### config.mk
export PLATFORM = sky130hd
export DESIGN_NAME = debounce_flat
export DESIGN_NICKNAME = d
export VERILOG_FILES = /design/src/rtl/keypad_pkg.sv /design/src/rtl/debounce_if.sv /design/src/rtl/debounce_channel.sv /design/src/rtl/debounce.sv /design/src/flat_wrapper.sv
export SDC_FILE = /design/constraint.sdc
export NUM_CORES = 1
export LEC_CHECK = 0
export CAP_MARGIN = 25
export CORE_MARGIN = 5
export CORE_UTILIZATION = 65
export CTS_BUF_LIST = sky130_fd_sc_hd__clkbuf_4
export DETAILED_ROUTE_END_ITERATION = 16
export GPL_TIMING_DRIVEN = 0
export PLACE_DENSITY = 0.94
export SETUP_SLACK_MARGIN = 0.02
export SLEW_MARGIN = 10
export SYNTH_ARGS = -nofsm -noshare
export SYNTH_HDL_FRONTEND = slang
export SYNTH_HIERARCHICAL = 1
export SYNTH_SLANG_ARGS = --single-unit
### constraint.sdc
create_clock -name clk -period 8.1 [get_ports clk]
set_input_delay 0.81 -clock clk [delete_from_list [all_inputs] [get_ports clk]]
set_output_delay 0.81 -clock clk [all_outputs]
set_load 0.005 [all_outputs]
### src/rtl/keypad_pkg.sv
// Shared keypad types and defaults for the column scanner, row debouncers and key decoder.
package keypad_pkg;

    localparam int COLS              = 4;
    localparam int DB_COUNT_DEF      = 67500;
    localparam int SETTLE_CYCLES_DEF = 4;

    typedef logic [$clog2(COLS)-1:0] col_idx_t;
    typedef logic [COLS-1:0]         col_onehot_t;

    // Bit COLS-1 (column 0) wins, so simultaneous presses never give a multi-hot result.
    function automatic col_onehot_t prio_onehot(input col_onehot_t p);
        col_onehot_t r;
        r = '0;
        for (int i = 0; i < COLS; i++) begin
            if (p[i]) begin
                r    = '0;
                r[i] = 1'b1;
            end
        end
        return r;
    endfunction

endpackage

### src/rtl/debounce_if.sv
// Row-line debouncer bus: raw row line and column drive in, debounced press flag and column out.
interface debounce_if;
    import keypad_pkg::*;

    logic        button_in;
    col_onehot_t columnas;
    logic        DB_out;
    col_onehot_t columna_presionada;

    modport master (output button_in, columnas, input  DB_out, columna_presionada);
    modport slave  (input  button_in, columnas, output DB_out, columna_presionada);
endinterface

### src/rtl/debounce_channel.sv
// One column's debounced state: toggles after DB_COUNT consecutive opposite samples.
// Latency: state changes on the edge of the qualifying sample; no backpressure, samples only when sample_vld.
module debounce_channel #(
    parameter int DB_COUNT = keypad_pkg::DB_COUNT_DEF
) (
    input  logic clk,
    input  logic n_reset,
    input  logic sample_vld,
    input  logic sync_in,
    output logic pressed
);
    localparam int             CNT_W    = $clog2(DB_COUNT + 1);
    localparam logic [CNT_W-1:0] CNT_LAST = CNT_W'(DB_COUNT - 1);
    localparam logic [CNT_W-1:0] CNT_ONE  = CNT_W'(1);

    logic [CNT_W-1:0] cnt;

    // Any sample agreeing with the current state restarts the run, so one bounce costs a full recount.
    always_ff @(posedge clk) begin
        if (n_reset) begin
            cnt     <= '0;
            pressed <= 1'b0;
        end else if (sample_vld) begin
            if (sync_in == pressed) begin
                cnt <= '0;
            end else if (cnt == CNT_LAST) begin
                cnt     <= '0;
                pressed <= ~pressed;
            end else begin
                cnt <= cnt + CNT_ONE;
            end
        end
    end
endmodule

### src/rtl/debounce.sv
// Keypad row debouncer: synchronizes the row line, aligns the column drive and runs one channel per column.
// Latency: SYNC_STAGES + SETTLE_CYCLES + DB_COUNT samples to a state change, outputs one clk later; no backpressure.
module debounce
    import keypad_pkg::*;
#(
    parameter int SYNC_STAGES   = 2,
    parameter int SETTLE_CYCLES = SETTLE_CYCLES_DEF,
    parameter int DB_COUNT      = DB_COUNT_DEF
) (
    input  logic     clk,
    input  logic     n_reset,
    debounce_if.slave bus
);
    localparam int                ST_W        = (SETTLE_CYCLES < 1) ? 1 : $clog2(SETTLE_CYCLES + 1);
    localparam logic [ST_W-1:0]   SETTLE_LOAD = ST_W'(SETTLE_CYCLES);
    localparam logic [ST_W-1:0]   ST_ONE      = ST_W'(1);

    logic [SYNC_STAGES-1:0] btn_sync;
    col_onehot_t            col_pipe [SYNC_STAGES];
    logic [ST_W-1:0]        settle_cnt;
    logic                   sync_in;
    col_onehot_t            col_d;
    col_onehot_t            col_next;
    logic                   sample_vld;
    col_onehot_t            pressed;

    assign sync_in  = btn_sync[SYNC_STAGES-1];
    assign col_d    = col_pipe[SYNC_STAGES-1];
    assign col_next = col_pipe[SYNC_STAGES-2];

    // The column drive goes through the same depth as the row line so each sample pairs with its own column.
    always_ff @(posedge clk) begin
        if (n_reset) begin
            btn_sync <= '0;
            for (int i = 0; i < SYNC_STAGES; i++) begin
                col_pipe[i] <= '0;
            end
        end else begin
            btn_sync    <= {btn_sync[SYNC_STAGES-2:0], bus.button_in};
            col_pipe[0] <= bus.columnas;
            for (int i = 1; i < SYNC_STAGES; i++) begin
                col_pipe[i] <= col_pipe[i-1];
            end
        end
    end

    // Reload on the same edge col_d takes its new value, so exactly SETTLE_CYCLES samples are dropped.
    always_ff @(posedge clk) begin
        if (n_reset) begin
            settle_cnt <= '0;
        end else if (col_next != col_d) begin
            settle_cnt <= SETTLE_LOAD;
        end else if (settle_cnt != '0) begin
            settle_cnt <= settle_cnt - ST_ONE;
        end
    end

    assign sample_vld = (settle_cnt == '0) && $onehot(col_d);

    for (genvar k = 0; k < COLS; k++) begin : g_chan
        debounce_channel #(
            .DB_COUNT (DB_COUNT)
        ) u_chan (
            .clk        (clk),
            .n_reset    (n_reset),
            .sample_vld (sample_vld && col_d[k]),
            .sync_in    (sync_in),
            .pressed    (pressed[k])
        );
    end

    always_ff @(posedge clk) begin
        if (n_reset) begin
            bus.DB_out             <= 1'b0;
            bus.columna_presionada <= '0;
        end else begin
            bus.DB_out             <= |pressed;
            bus.columna_presionada <= prio_onehot(pressed);
        end
    end
endmodule

### src/flat_wrapper.sv
// flat-port wrapper written by rule: the top's interface ports become plain ports
module debounce_flat import keypad_pkg::*;
#(
    parameter int SYNC_STAGES   = 2,
    parameter int SETTLE_CYCLES = SETTLE_CYCLES_DEF,
    parameter int DB_COUNT      = DB_COUNT_DEF
)
  (clk, n_reset, bus_button_in, bus_columnas, bus_DB_out, bus_columna_presionada);
  debounce_if bus_i ();
  input  logic clk;
  input  logic n_reset;
  input wire logic [$bits(bus_i.button_in)-1:0] bus_button_in;
  input wire logic [$bits(bus_i.columnas)-1:0] bus_columnas;
  output wire logic [$bits(bus_i.DB_out)-1:0] bus_DB_out;
  output wire logic [$bits(bus_i.columna_presionada)-1:0] bus_columna_presionada;
  assign bus_i.button_in = bus_button_in;
  assign bus_i.columnas = bus_columnas;
  assign bus_DB_out = bus_i.DB_out;
  assign bus_columna_presionada = bus_i.columna_presionada;
  debounce #(.SYNC_STAGES(SYNC_STAGES), .SETTLE_CYCLES(SETTLE_CYCLES), .DB_COUNT(DB_COUNT)) u_core (.clk(clk), .n_reset(n_reset), .bus(bus_i));
endmodule
-- Yosys cells after proc, flatten, opt, wreduce, memory -nomap -nowiden
Memories as Yosys holds them, arrays and structs flattened.
Cells that the tools add are included.
- bitwise logic cells: 10
- mux-type cells: 19
- add/sub/neg operators: 8
- reductions and logical operators: 17
- equal/unequal tests: 10
- operators by type and width (operator ; count):
    $mux 17 ; 8
    $add 17x1->17 const B ; 4
    $eq 17x17->1 const B ; 4
    $mux 4 ; 3
    $reduce_and 3->1 ; 4
    $mux 3 ; 3
    $not 1->1 ; 8
    $reduce_or 4->1 ; 2
    $logic_and 1x1->1 ; 5
    $add 1x1->2 ; 2
    $eq 1x1->1 ; 4
    $mux 1 ; 4
    $ne 4x4->1 ; 1
    $reduce_or 2->1 ; 2
    $add 3x3->3 ; 1
    $eq 3x1->1 const B ; 1
    $logic_not 3->1 ; 1
    $reduce_bool 3->1 ; 1
    $reduce_or 3->1 ; 1
    $sub 3x1->3 const B ; 1
    $mux 2 ; 1
    $or 1x1->1 ; 2
    $reduce_bool 2->1 ; 1
- register bits: 82
- output and inout port bits: 5
- memories: 1
- logic and storage cells: 81
- memory bits (writable): 8
- memories (name ; depth ; bits a word ; read ports ; clocked after memory_dff ; wr ports ; RTL line ; RTL):
    u_core.col_pipe ; 2 ; 4 ; 2 ; 0 ; 2 ; debounce.sv:19 ; col_onehot_t col_pipe [SYNC_STAGES];

-- Longest topological paths before layout
An unclocked memory read counts as a cell.
- depth after elaboration: 7
- gate-level depth with buffers: 11
- depth with buffers taken out: 10

-- Cells and area by module
Netlist, hierarchy kept.
- by module, submodules not included (module ; area an instance (sq um) ; seq. area each (sq um) ; times used ; cells each):
    debounce_channel ; 954.7 ; 360.3 ; 4 ; 114
    debounce ; 726.9 ; 360.3 ; 1 ; 70

-- Worst setup path before layout
Ideal clock, no wire load.
- kind: register to register
- start: memory u_core/col_pipe[0][4] (netlist name)
- end: register u_core.g_chan[3].u_chan.cnt[15]
- clock period less this slack: 3.252 ns
- required time: 8.031 ns
- library setup time: 0.069 ns
- stages on the path, launching flop included: 12
- slack: 4.848 ns
- buffers on the path: 1
- arrival: 3.183 ns
- path through: dfxtp_1 > inv_1 > fa_1 > inv_1 > ha_1 > ha_1 > nor4_1 > nand2_1 > or3_4 > buf_6 > or3_1 > o21ai_1
- RTL lines (what ; RTL line ; RTL):
    from (decl) ; debounce.sv:19 ;
    to (signal assigned) ; debounce_channel.sv:30 ; cnt <= cnt + CNT_ONE;
    to (decl) ; debounce_channel.sv:16 ; logic [CNT_W-1:0] cnt;

==> run summary <==
The tools report the number of clock sinks as 90. The worst setup path is of the reg -> reg kind. The run gives 4.20 ns as the arrival time at the worst endpoint. Final-report hold violation count: 0. In the post-route analysis, the smallest setup slack over all paths is 4.25 ns.

The placed instances occupy a cell area of 0.00477 mm^2. The die is 93.6 um wide. The worst setup path is captured at a flop. The worst register-to-register path ends at u_core/g_chan[3].u_chan/cnt[9]. 0 antenna diodes ended up in the layout. In this run, the clock network consumes 35.2% of the power. The number of warnings reported in the yosys synthesis log is 6. Sequential cells burn 59.2% of the power. The run gives 588 uW as the cell-internal power. In this run the register-to-register setup slack is 4.25 ns. Entering global routing, the biggest net connects 42 pins.

Among all flip-flop cells after synthesis, the most frequent one is sky130_fd_sc_hd__dfxtp_1. The final standard cell utilization of the core is 72.5%. Once detailed placement completed, the half-perimeter wirelength came to 7.00 mm. On the final layout, the worst clock skew is 0.0170 ns. Number of nets in the synthesized netlist: 543.

The tightest min-delay check is of the reg -> reg type. The total number of vias was 4022. Yosys mapped the design onto 46 distinct sky130hd cell types. For this block, the routed nets add up to 9.78 mm of wire. Dividing the detail-routed wire length by the instance count gives 15.0 um. The time the worst path needs with I/O delays and setup is 3.85 ns, and the share of synthesized area occupied by flip-flops and latches is 39.6%. Before CTS, the worst setup slack after placement is 4.26 ns. The logs give 0 for the total of max-cap violations and 179 uW for the net switching power of the design. The run finished with clean final reports. Of the cells placed in the final design, the portion with a size suffix greater than 1 is 9.21%. Adding up every negative setup slack in the final design gives 0 ns. The worst pin sits at a relative slew slack of 37.7%. For the number of pins with negative max-slew slack in the final report, the log shows 0. Number of flops mapped to enable cells by yosys: 0.

For this block, the initial DRC count from the detailed router was 215. The run gives 0.891 as the global placement routability congestion. The number of cells upsized or downsized after cts came out at 0.

Each instance of the synthesized netlist takes up on average 8.64 um^2. The reported leakage power was 1.90 nW; the depth of the most critical reg-to-reg path was 11. Buffers added to address setup during post-CTS repair amount to 0.

Summed over all layers, the global routing overflow is 0. VDD sags by at most 90.4 uV. Dividing total power by cell area gives a power density of 156 mW/mm^2. The cell row count is 30, and the total of endpoints with negative setup slack in the final report is 0. Setup repair after global routing left no endpoint under its margin.

Port buffering added 11 buffers. The area growth from synthesis to layout is 8.40%. The synthesized instance count is 526, and the initial antenna violation count is 0.

The run gives 12 as the number of I/O pins. The actual transition at the worst max-transition pin came out at 0.926 ns. At the later pin of the worst-skew pair, clock insertion delay measures 0.43 ns. Hold repair after CTS inserted 0 buffers. In this run the remaining antenna-violating nets after routing total 0. After detailed routing, the number of vias per cell comes to 6.19. The root buffer selected by CTS was sky130_fd_sc_hd__clkbuf_4. The final layout contains 566 nets. Summing all non-filler instances in the final layout gives an area of 0.00493 mm^2. Following the worst setup path forward leads to its endpoint at u_core/g_chan[3].u_chan/cnt[9]. The post-synth design cell area is 0.00455 mm^2, and the critical path required time is 8.45 ns. Leaving out fill and tap cells, the most frequent cell in the layout is sky130_fd_sc_hd__dfxtp_1. TritonCTS built the clock tree. Combinational logic burns 5.6% of the power. The maximum level of the CTS H-tree was 3; the fraction of power spent switching nets was 23.4%.

For this run, the top clock speed supported by timing is 260 MHz. In the layout the commonest cells are sky130_fd_sc_hd__dfxtp_1, sky130_fd_sc_hd__a21oi_1, sky130_fd_sc_hd__nand2_1, sky130_fd_sc_hd__inv_1, sky130_fd_sc_hd__nor2_1. The number of search-and-repair iterations in the first detailed-routing pass was 5.

The region available for standard cell placement spans 0.00679 mm^2. No sink is reached through more buffers than the 2 on the longest clock path. The clock-pin slew on the worst setup and hold paths came out at 0.14 ns. The largest driver fanout on the critical path works out to 10. The tools report the filler-free cell count of the finished design as 650. In the global route stage, overall resource usage came out at 23.2%. The worst register-to-register path begins at u_core/col_pipe[0][4]. The tools report the initial core utilization as 66.9%. In this run, CTS created clock tree buffers numbering 9. The register bit total from synthesis was 90. The tools report the startpoint class of the critical path as a flop.

The share of synthesized registers carrying an async set or reset is 0%. The number of placed instances, taps included, is 633. The launching instance or port of the critical path was u_core/col_pipe[0][4]. The area of the die came out at 0.00877 mm^2. After layout, the worst path uses 47.5% of the clock period.

In the routed design, unresolved DRC markers number 0. Measured along the y axis, the die boundary spans 93.6 um. The logs give 3760 for the via count of the first global-routing pass and 16.6 mm for the wire length of the first global-routing pass.
area by class of cell:
cell class | instances | area (um^2)
plain buffers | 13 | 87.6
clock buffers | 9 | 67.6
flip-flops and latches | 90 | 1800
inverters | 33 | 124
fillers | 516 | 1870
clock inverters | 7 | 83.8
multi-input cells | 390 | 2530
repair buffers | 12 | 110
well taps | 96 | 120
registers in the layout, summed over array words and instances (netlist names):
signal	flops
u_core/bus.DB_out	1
u_core/settle_cnt	3
u_core/bus.columna_presionada	4
u_core/col_pipe	8
u_core/g_chan.u_chan/cnt	68
u_core/btn_sync	2
u_core/g_chan.u_chan/pressed	4
cells in the mapped netlist (all sizes together), types with 9 or more instances:
library cell | number | area share (%)
a21o | 16 | 2.6
a21oi | 47 | 5.2
and3 | 16 | 2.2
and4 | 12 | 2.8
buf | 9 | 1.6
dfxtp | 90 | 40
ha | 9 | 2.5
inv | 33 | 2.7
mux2i | 12 | 2.6
nand2 | 38 | 3.2
nand3 | 20 | 2.2
nand4 | 25 | 3.4
nor2 | 28 | 2.3
nor2b | 13 | 1.8
nor3 | 23 | 3.0
nor4b | 10 | 2.2
o21ai | 24 | 2.6
or3 | 20 | 3.2
cell families after synthesis:
group | synth area share (%)
buffers and inverters | 4.65
flip-flops | 39.6
multiplexers | 3.63
adder cells (fa/ha/maj) | 2.92
AND/OR/NAND/NOR | 29.8
XOR/XNOR | 2.50
AO/OA/AOI/OAI | 16.8
power groups by stage:
stage	Combinational [mW]	Sequential (mW)	Clock [mW]
after detailed placement	0.0420	0.464	0
after global routing	0.0474	0.456	0.292
after global placement	0.0391	0.464	0
after floorplan	0.0293	0.463	0
after CTS	0.0422	0.455	0.274
final	0.0427	0.455	0.270
critical path, cell delays in order (launching register included):
cell	delay, ns
sky130_fd_sc_hd__dfxtp_1	0.38
sky130_fd_sc_hd__inv_1	0.09
sky130_fd_sc_hd__fa_1	0.54
sky130_fd_sc_hd__inv_1	0.04
sky130_fd_sc_hd__ha_1	0.18
sky130_fd_sc_hd__ha_1	0.34
sky130_fd_sc_hd__nor4_1	0.82
sky130_fd_sc_hd__nand2_1	0.28
sky130_fd_sc_hd__nor3_2	0.46
sky130_fd_sc_hd__buf_2	0.31
sky130_fd_sc_hd__nand4_1	0.15
sky130_fd_sc_hd__mux2i_1	0.17
how the worst min path moves through the flow:
| stage | start | slack [ns] | cells after the start | to |
|---|---|---|---|---|
| 6_report | u_core/btn_sync[0] | 0.48 | 1 | u_core/btn_sync[1] |
| 5_1_grt | u_core/btn_sync[0] | 0.49 | 1 | u_core/btn_sync[1] |
| 4_1_cts | u_core/btn_sync[0] | 0.48 | 1 | u_core/btn_sync[1] |
| 3_5_place_dp | u_core/btn_sync[0] | 0.46 | 1 | u_core/btn_sync[1] |
| 3_3_place_gp | u_core/btn_sync[0] | 0.43 | 1 | u_core/btn_sync[1] |
| 2_1_floorplan | u_core/btn_sync[0] | 0.41 | 1 | u_core/btn_sync[1] |
through the flow:
step	hold WS (ns)	total power, mW
2_1_floorplan	0.414	0.492
3_3_place_gp	0.429	0.503
3_5_place_dp	0.463	0.506
4_1_cts	0.481	0.771
5_1_grt	0.489	0.795
6_report	0.484	0.767
per-layer routing:
metal / track usage (%) / routed length [um]
met2: 41.8 / 5060
met5: 0 / 0
met1: 27.3 / 4180
met3: 3.14 / 381
met4: 9.99 / 161
Power figures use the tool's default switching activity.
